<file path="src/rtl/ccff_pkg.sv">
// Shared types and helpers for the configuration-chain loader.
package ccff_pkg;

    // Session phases of the loader.
    typedef enum logic [1:0] {
        ST_IDLE   = 2'd0,
        ST_LOAD   = 2'd1,
        ST_VERIFY = 2'd2,
        ST_DONE   = 2'd3
    } ccff_state_t;

    // Number of stream words needed to cover one pass over the chain.
    function automatic int ccff_words_per_pass(input int chain_len, input int word_w);
        return (chain_len + word_w - 1) / word_w;
    endfunction

endpackage

</file>
<file path="src/rtl/ccff_serializer.sv">
// One-word shift register with a valid/ready front end. A word is loaded
// together with the number of its upper bits that are meaningful; bits are
// presented MSB-first, one per cycle, with no stall once loaded.
module ccff_serializer
    import ccff_pkg::*;
#(
    parameter int WORD_W = 8,
    parameter int BIT_W  = $clog2(WORD_W + 1)
) (
    input  logic              clk,
    input  logic              rst_n,
    input  logic              load_ok_i,    // the session still needs words
    input  logic [WORD_W-1:0] s_data_i,
    input  logic              s_valid_i,
    input  logic [BIT_W-1:0]  load_bits_i,  // meaningful bits of the next word
    output logic              s_ready_o,
    output logic              accept_o,
    output logic              bit_o,        // serial bit, registered
    output logic              bit_vld_o,    // bit_o is being shifted this cycle
    output logic              bit_last_o    // this is the word's final bit
);

    logic [WORD_W-1:0] word_q, word_d;
    logic [BIT_W-1:0]  cnt_q, cnt_d;
    logic              vld_q, vld_d;
    logic              last;

    assign last      = vld_q && (cnt_q == BIT_W'(1));
    // Accepting while the last bit leaves keeps the stream gap-free.
    assign s_ready_o = load_ok_i && (!vld_q || last);
    assign accept_o  = s_ready_o && s_valid_i;

    assign bit_o      = word_q[WORD_W-1];
    assign bit_vld_o  = vld_q;
    assign bit_last_o = last;

    // Next word/count: load on handshake, otherwise shift out one bit.
    always_comb begin
        // NOTE: every always_comb output gets a default first so no path can infer a latch.
        word_d = word_q;
        cnt_d  = cnt_q;
        if (accept_o) begin
            word_d = s_data_i;
            cnt_d  = load_bits_i;
        end else if (last) begin
            // Discarded low bits are cleared so the head idles at 0.
            word_d = '0;
            cnt_d  = '0;
        end else if (vld_q) begin
            word_d = word_q << 1;
            cnt_d  = cnt_q - BIT_W'(1);
        end
        vld_d = (cnt_d != '0);
    end

    // Word register, bit counter and registered bit-valid flag.
    always_ff @(posedge clk or negedge rst_n) begin
        // NOTE: the word register is reset too; it drives a chip-level output that must read 0 in reset.
        if (!rst_n) begin
            word_q <= '0;
            cnt_q  <= '0;
            vld_q  <= 1'b0;
        end else begin
            // NOTE: state is updated with non-blocking assignments so all flops see pre-edge values.
            word_q <= word_d;
            cnt_q  <= cnt_d;
            vld_q  <= vld_d;
        end
    end

endmodule

</file>
<file path="src/rtl/ccff_loader.sv">
// Configuration-chain loader: streams bitstream words MSB-first into the
// chain head, gates chain shifting, and optionally replays the bitstream
// while checking that the chain tail echoes the first pass.
module ccff_loader
    import ccff_pkg::*;
#(
    parameter int CHAIN_LEN = 8,
    parameter int WORD_W    = 8,
    parameter int CNT_W     = $clog2(CHAIN_LEN + 1)
) (
    input  logic              prog_clk,
    input  logic              prog_rst_n,
    input  logic              start,
    input  logic              verify,
    input  logic [WORD_W-1:0] s_data,
    input  logic              s_valid,
    output logic              s_ready,
    output logic              ccff_head,
    input  logic              ccff_tail,
    output logic              prog_clk_en,
    output logic              busy,
    output logic              done,
    output logic              error,
    output logic [CNT_W-1:0]  err_idx
);

    localparam int WPP   = ccff_words_per_pass(CHAIN_LEN, WORD_W);
    localparam int WC_W  = $clog2(WPP + 1);
    localparam int REM   = CHAIN_LEN % WORD_W;
    localparam int BIT_W = $clog2(WORD_W + 1);

    localparam logic [BIT_W-1:0] FULL_BITS = BIT_W'(WORD_W);
    localparam logic [BIT_W-1:0] TAIL_BITS = (REM != 0) ? BIT_W'(REM) : BIT_W'(WORD_W);
    localparam logic [CNT_W-1:0] LAST_IDX  = CNT_W'(CHAIN_LEN - 1);
    localparam logic [WC_W-1:0]  WPP_CNT   = WC_W'(WPP);

    ccff_state_t       state_q, state_d;
    logic              verify_q, verify_d;
    logic              pend_q, pend_d;      // a second pass of words is still to be accepted
    logic [WC_W-1:0]   words_q, words_d;    // words left to accept in the current pass
    logic [CNT_W-1:0]  pass_q, pass_d;      // bit index within the pass being shifted
    logic              error_q, error_d;
    logic [CNT_W-1:0]  err_idx_q, err_idx_d;

    logic              active;
    logic              load_ok;
    logic [BIT_W-1:0]  load_bits;
    logic              accept;
    logic              ser_bit;
    logic              ser_vld;
    logic              ser_last;
    logic              pass_end;

    assign active    = (state_q == ST_LOAD) || (state_q == ST_VERIFY);
    assign load_ok   = active && (words_q != '0);
    assign load_bits = (words_q == WC_W'(1)) ? TAIL_BITS : FULL_BITS;
    // Words never straddle passes, so a pass always ends on a word's last bit.
    assign pass_end  = ser_last && (pass_q == LAST_IDX);

    ccff_serializer #(
        .WORD_W (WORD_W),
        .BIT_W  (BIT_W)
    ) u_ser (
        .clk         (prog_clk),
        .rst_n       (prog_rst_n),
        .load_ok_i   (load_ok),
        .s_data_i    (s_data),
        .s_valid_i   (s_valid),
        .load_bits_i (load_bits),
        .s_ready_o   (s_ready),
        .accept_o    (accept),
        .bit_o       (ser_bit),
        .bit_vld_o   (ser_vld),
        .bit_last_o  (ser_last)
    );

    // Session state sequencing.
    always_comb begin
        state_d = state_q;
        unique case (state_q)
            ST_IDLE:   if (start) state_d = ST_LOAD;
            ST_LOAD:   if (pass_end) state_d = verify_q ? ST_VERIFY : ST_DONE;
            ST_VERIFY: if (pass_end) state_d = ST_DONE;
            ST_DONE:   state_d = ST_IDLE;
            default:   state_d = ST_IDLE;
        endcase
    end

    // Pass bookkeeping and verify comparator.
    always_comb begin
        verify_d  = verify_q;
        pend_d    = pend_q;
        words_d   = words_q;
        pass_d    = pass_q;
        error_d   = error_q;
        err_idx_d = err_idx_q;
        if ((state_q == ST_IDLE) && start) begin
            verify_d  = verify;
            pend_d    = verify;
            words_d   = WPP_CNT;
            pass_d    = '0;
            error_d   = 1'b0;
            err_idx_d = '0;
        end else begin
            if (accept) begin
                if ((words_q == WC_W'(1)) && pend_q) begin
                    words_d = WPP_CNT;
                    pend_d  = 1'b0;
                end else begin
                    words_d = words_q - WC_W'(1);
                end
            end
            if (ser_vld) begin
                pass_d = pass_end ? '0 : pass_q + CNT_W'(1);
            end
            // Only the first mismatch of a session records its index.
            if ((state_q == ST_VERIFY) && ser_vld && (ccff_tail != ser_bit) && !error_q) begin
                error_d   = 1'b1;
                err_idx_d = pass_q;
            end
        end
    end

    // State register.
    always_ff @(posedge prog_clk or negedge prog_rst_n) begin
        if (!prog_rst_n) begin
            state_q <= ST_IDLE;
        end else begin
            state_q <= state_d;
        end
    end

    // Pass counters and verify status registers.
    always_ff @(posedge prog_clk or negedge prog_rst_n) begin
        if (!prog_rst_n) begin
            verify_q  <= 1'b0;
            pend_q    <= 1'b0;
            words_q   <= '0;
            pass_q    <= '0;
            error_q   <= 1'b0;
            err_idx_q <= '0;
        end else begin
            verify_q  <= verify_d;
            pend_q    <= pend_d;
            words_q   <= words_d;
            pass_q    <= pass_d;
            error_q   <= error_d;
            err_idx_q <= err_idx_d;
        end
    end

    assign ccff_head   = ser_bit;
    assign prog_clk_en = ser_vld;
    assign busy        = (state_q != ST_IDLE);
    assign done        = (state_q == ST_DONE);
    assign error       = error_q;
    assign err_idx     = err_idx_q;

endmodule
</file>
<file path="config.mk">
export PLATFORM = sky130hd
export DESIGN_NAME = ccff_loader
export DESIGN_NICKNAME = d
export VERILOG_FILES = /design/src/rtl/ccff_pkg.sv /design/src/rtl/ccff_serializer.sv /design/src/rtl/ccff_loader.sv
export SDC_FILE = /design/constraint.sdc
export NUM_CORES = 1
export LEC_CHECK = 0
export CORE_ASPECT_RATIO = 1.1
export CORE_MARGIN = 1.5
export CORE_UTILIZATION = 50
export CTS_CLUSTER_SIZE = 30
export DETAILED_ROUTE_END_ITERATION = 8
export PLACE_DENSITY_LB_ADDON = 0.1
export SYNTH_ARGS = -nofsm -noshare
export SYNTH_HDL_FRONTEND = slang
export SYNTH_SLANG_ARGS = --single-unit
</file>
<file path="constraint.sdc">
create_clock -name prog_clk -period 5 [get_ports prog_clk]
set_input_delay 0.5 -clock prog_clk [delete_from_list [all_inputs] [get_ports prog_clk]]
set_output_delay 0.5 -clock prog_clk [all_outputs]
set_load 0.01 [all_outputs]
</file>
; ---- Yosys cells after proc, flatten, opt, wreduce, memory -nomap -nowiden
; Index checks and enable logic that the tools add are counted.
[totals]
register_bits = 27
out_inout_bits = 10
[op_classes]
add_sub_neg = 3
n_eq_ne = 9
mux = 24
reduce_logical = 24
[ops]
columns = op, count
row1 = 2-to-1 mux 4 bit, 8
row2 = 2-to-1 mux 8 bit, 3
row3 = logical AND 1 bit, 10
row4 = nonzero test 2 bit, 5
row5 = 2-to-1 mux 1 bit, 9
row6 = one-hot mux 2 bit (4 select lines), 1
row7 = 2-to-1 mux 2 bit, 3
row8 = != test 2 bit (second input constant), 3
row9 = adder 4 x 1 -> 4 bit (second input constant), 1
row10 = == test 2 bit (second input constant), 2
row11 = == test 4 x 1 -> 1 bit (second input constant), 1
row12 = == test 4 x 3 -> 1 bit (second input constant), 1
row13 = nonzero test 4 bit, 1
row14 = subtractor 4 x 1 -> 4 bit (second input constant), 1
row15 = AND reduction 3 bit, 1
row16 = nonzero test 3 bit, 1
row17 = == test 2 x 1 -> 1 bit (second input constant), 1
row18 = zero test 1 bit, 2
row19 = zero test 2 bit, 1
row20 = logical OR 1 bit, 2
row21 = AND reduction 2 bit, 1
row22 = != test 1 bit, 1
row23 = subtractor 1 bit (second input constant), 1

; ---- Logic depth before layout (Yosys ltp)
[logic_depth]
word_depth = 7
mapped_depth = 7
depth_no_buf = 5

; ---- Cells and area by module
; A second synthesis with hierarchy kept.
[unflattened]
hier_cells = 157
area_unflattened_um2 = 1508.9
[modules_own_cells]
columns = mod, instances, cells_per_inst, area_each_um2
row1 = ccff_serializer, 1, 80, 760.7
row2 = ccff_loader, 1, 77, 748.2

; ---- Least setup slack after synthesis
; Ideal clock, no wire load.
[synth_path]
path_type = flip-flop to output port
startpoint = register u_ser.cnt_q[1]
endpoint = output s_ready
arrival_ps = 1306
setup_slack_ps = 3194
stages_incl_launch_ff = 6
n_path_buf = 0
cell_sequence = dfrtp_1 > inv_1 > ha_1 > or3b_4 > nand2_1 > and3_1
[synth_between]
elab_chain_len = 4
[synth_rtl]
columns = element, line_no
row1 = from (decl), ccff_serializer.sv:24  ; logic [BIT_W-1:0] cnt_q, cnt_d;
row2 = from (signal assigned), ccff_serializer.sv:66  ; cnt_q <= cnt_d;
row3 = == test 4 x 1 -> 1 bit, ccff_serializer.sv:28  ; assign last = vld_q && (cnt_q == BIT_W'(1));
row4 = logical AND 1 bit, ccff_serializer.sv:28
row5 = logical OR 1 bit, ccff_serializer.sv:30  ; assign s_ready_o = load_ok_i && (!vld_q || last);
row6 = logical AND 1 bit, ccff_serializer.sv:30
row7 = to (decl), ccff_loader.sv:17  ; output logic s_ready,
; Every way passes these cells.

; ---- Worst setup path after layout
; Ends and elaborated chain as after synthesis.

==> results.json <==
{
  "hold_ws_ns": 0.497,
  "clk_path_buf_depth": 2,
  "maxSlewViolCount": 0,
  "die_width_um": 56.8,
  "avgSynthCellArea_um2": 9.65,
  "finalSetupTns_ns": 0,
  "htreeDepth": 1,
  "cts_buffers": 3,
  "synth_nets": 187,
  "worst-path-max-fanout": 12,
  "finClkSkew_ns": 0.0110,
  "pwr-share-comb_pct": 8.4,
  "setup_viol": 0,
  "drtAntennaViolNets": 0,
  "insertion_delay_ns": 0.33,
  "regArea_um2": 676,
  "synthArstFlopShare_pct": 100,
  "multi_input_area_um2": 835,
  "core-area_um2": 3050,
  "final.period_utilization_pct": 57.5,
  "synth_flop_cell": "dfrtp_1",
  "clk_pin_slew_worst_paths_ns": 0.15,
  "p_int_uw": 270,
  "synth_cell_types": 39,
  "ff2ff_setup_slack_ns": 2.85,
  "slowest_stage": "clkdlybuf4s50_1",
  "ys_seq_area_share_pct": 42.4,
  "finalPower_uw": 351,
  "hold_viol": 0,
  "drive_above_1_share_pct": 4.89,
  "wire_per_inst_um": 14.5,
  "start_util_pct": 52.3,
  "antenna_found_initial": 0,
  "ioPinCount": 24,
  "cts_resized": 0,
  "layout.nets": 207,
  "switchingPower_uw": 81.5,
  "switching_share_pct": 23.2,
  "power_density_nw_per_um2": 191,
  "drt_iter0_markers": 38,
  "synthesis.area_um2": 1590,
  "cts.sinks": 27,
  "leakage_nw": 0.750,
  "dp_hpwl_mm": 2.23,
  "worstPathRequired_ns": 4.50,
  "cts_setup_buffers": 0,
  "rr_startpoint": "state_q[0]",
  "routed_via_density": 5.91,
  "layout_common_cells": "27 x dfrtp_1, 23 x clkdlybuf4s50_1, 17 x nand3_1",
  "seq_power_share_pct": 63.5,
  "worstSetupPathType": "flip-flop to output pin",
  "grt_pass1_wl_mm": 5.54,
  "grt_max_degree": 38,
  "r2r_cells": 5,
  "critPathLaunchType": "flip-flop",
  "crit_path_cell_trace": "inv_1, ha_1, or3b_4, nand2_1, and3_1, clkdlybuf4s50_1",
  "final_common_cell": "dfrtp_1",
  "maxSlewHeadroom_pct": 32.1,
  "slowest_delay_ns": 0.53,
  "drt_first_pass_iters": 5,
  "cts_hold_buffers": 0,
  "die_y_um": 62.2,
  "overflow": 0,
  "antenna_cells": 0,
  "p_clk_share_pct": 28.0,
  "min_period_ns": 2.88,
  "place_congestion": 0.778,
  "netlist_instances": 165,
  "ir_drop_mv": 0.144,
  "startpoint": "u_ser.cnt_q[1]",
  "cts-root-buf": "clkbuf_4",
  "fmax_mhz": 348,
  "status": "finished clean",
  "rsz0062_at_grt": "false",
  "syn_to_final_growth_pct": 15.7,
  "crit_cells": 6,
  "nFillCells": 271,
  "crit_end": "s_ready",
  "grt_pass1_vias": 1190,
  "wirelength_mm": 3.17,
  "arrival_ns": 2.38,
  "final_cells": 218,
  "path_buf_inv": 2,
  "worst_pin_slew_ns": 1.02,
  "synth_edf_count": 0,
  "tritoncts": "yes",
  "die_area_um2": 3530,
  "vias": 1288,
  "port-buffer-count": 23,
  "ys_warn_count": 0,
  "critPathCaptureType": "output pin",
  "route.detailed.drc": 0,
  "drv_cap": 0,
  "r2r_end": "u_ser.bit_vld_o",
  "min_path_type": "flip-flop to flip-flop",
  "grt_use_total_pct": 19.5,
  "rows": 21,
  "dp_cells": 214,
  "cpLargestDelayFamily": "simple AND/OR/NAND/NOR gates",
  "synth.ff_latch_count": 27
}
-- cell usage after synthesis, types with 2 or more instances --
| library cell | n | area [um^2] |
|---|---|---|
| nand2_1 | 9 | 33.8 |
| nand2b_1 | 6 | 37.5 |
| o21ai_0 | 3 | 15.0 |
| inv_1 | 6 | 22.5 |
| and4b_1 | 2 | 20.0 |
| ha_1 | 8 | 100 |
| and3_1 | 4 | 25.0 |
| o31ai_1 | 4 | 30.0 |
| nor2_1 | 10 | 37.5 |
| o211ai_1 | 8 | 60.1 |
| xor2_1 | 2 | 17.5 |
| o21ai_1 | 2 | 10.0 |
| mux2i_1 | 10 | 100 |
| buf_2 | 6 | 30.0 |
| nand4_1 | 6 | 37.5 |
| a211oi_1 | 2 | 15.0 |
| and2_1 | 2 | 12.5 |
| nand3_1 | 17 | 85.1 |
| a21oi_1 | 10 | 50.1 |
| dfrtp_1 | 27 | 676 |
| buf_6 | 2 | 22.5 |
| and3b_1 | 2 | 17.5 |
-- worst min path at each step --
stage	startpoint	to	cells after the start
after global placement	verify_q	verify_q	2
after floorplan	prog_rst_n	err_idx[0]	0
after detailed placement	verify_q	verify_q	2
after global routing	prog_rst_n	err_idx[2]	2
final	verify_q	verify_q	2
after CTS	verify_q	verify_q	2
-- layout make-up --
class | count | share of cell area (%)
clock inverters | 1 | 0.407
multi-input cells | 123 | 45.3
repair buffers | 24 | 12.9
flip-flops and latches | 27 | 36.7
clock buffers | 3 | 1.22
well taps | 34 | 2.31
inverters | 6 | 1.22
-- routing by layer --
layer / vias up / global-route usage (%) / part of all wire (%)
met4: 0 / 6.10 / 0.63
li1: 649 / - / -
met5: - / 0 / 0
met3: 2 / 1.88 / 2.9
met2: 18 / 32.4 / 50
met1: 619 / 26.9 / 47
-- state kept, by name, indices dropped and copies added, names as in the netlist --
signal	flops
err_idx	4
u_ser.word_q	8
words_q	1
pass_q	4
state_q	2
error	1
pend_q	1
u_ser.cnt_q	4
verify_q	1
u_ser.bit_vld_o	1
-- per-stage QoR --
| stage | worst slack [ns] | utilization [%] | cell area (um^2) |
|---|---|---|---|
| after CTS | 2.10 | 60.5 | 1840 |
| after global routing | 2.02 | 60.5 | 1840 |
| after floorplan | 3.19 | - | 1590 |
| after detailed placement | 2.50 | 59.5 | 1810 |
| after global placement | 2.58 | 59.5 | 1810 |
| final | 2.12 | 60.5 | 1840 |
-- worst min-delay path, stage by stage, from the launching register on --
cell and delay [ns]:
dfrtp_1 0.37, nand2_1 0.05, nand2_1 0.05
-- power by group through the flow --
stage	logic [mW]	registers (mW)	clock network [mW]
2_1_floorplan	0.00479	0.229	0
3_3_place_gp	0.0294	0.227	0
3_5_place_dp	0.0300	0.227	0
4_1_cts	0.0301	0.223	0.107
5_1_grt	0.0325	0.224	0.113
6_report	0.0296	0.223	0.0984
-- cell families (layout without fill, tap and decap cells) --
group                    count (synthesis)  in the layout  share of synthesized area, %
XOR/XNOR                                 3              3                          1.65
adder cells (fa/ha/maj)                  8              8                          6.28
multiplexers                            10             10                          6.28
AND/OR/NAND/NOR                         66             66                          23.4
AO/OA/AOI/OAI                           36             36                          14.8
buffers and inverters                   15             34                          5.18
flip-flops                              27             27                          42.4
(Power assumes the default switching activity.)
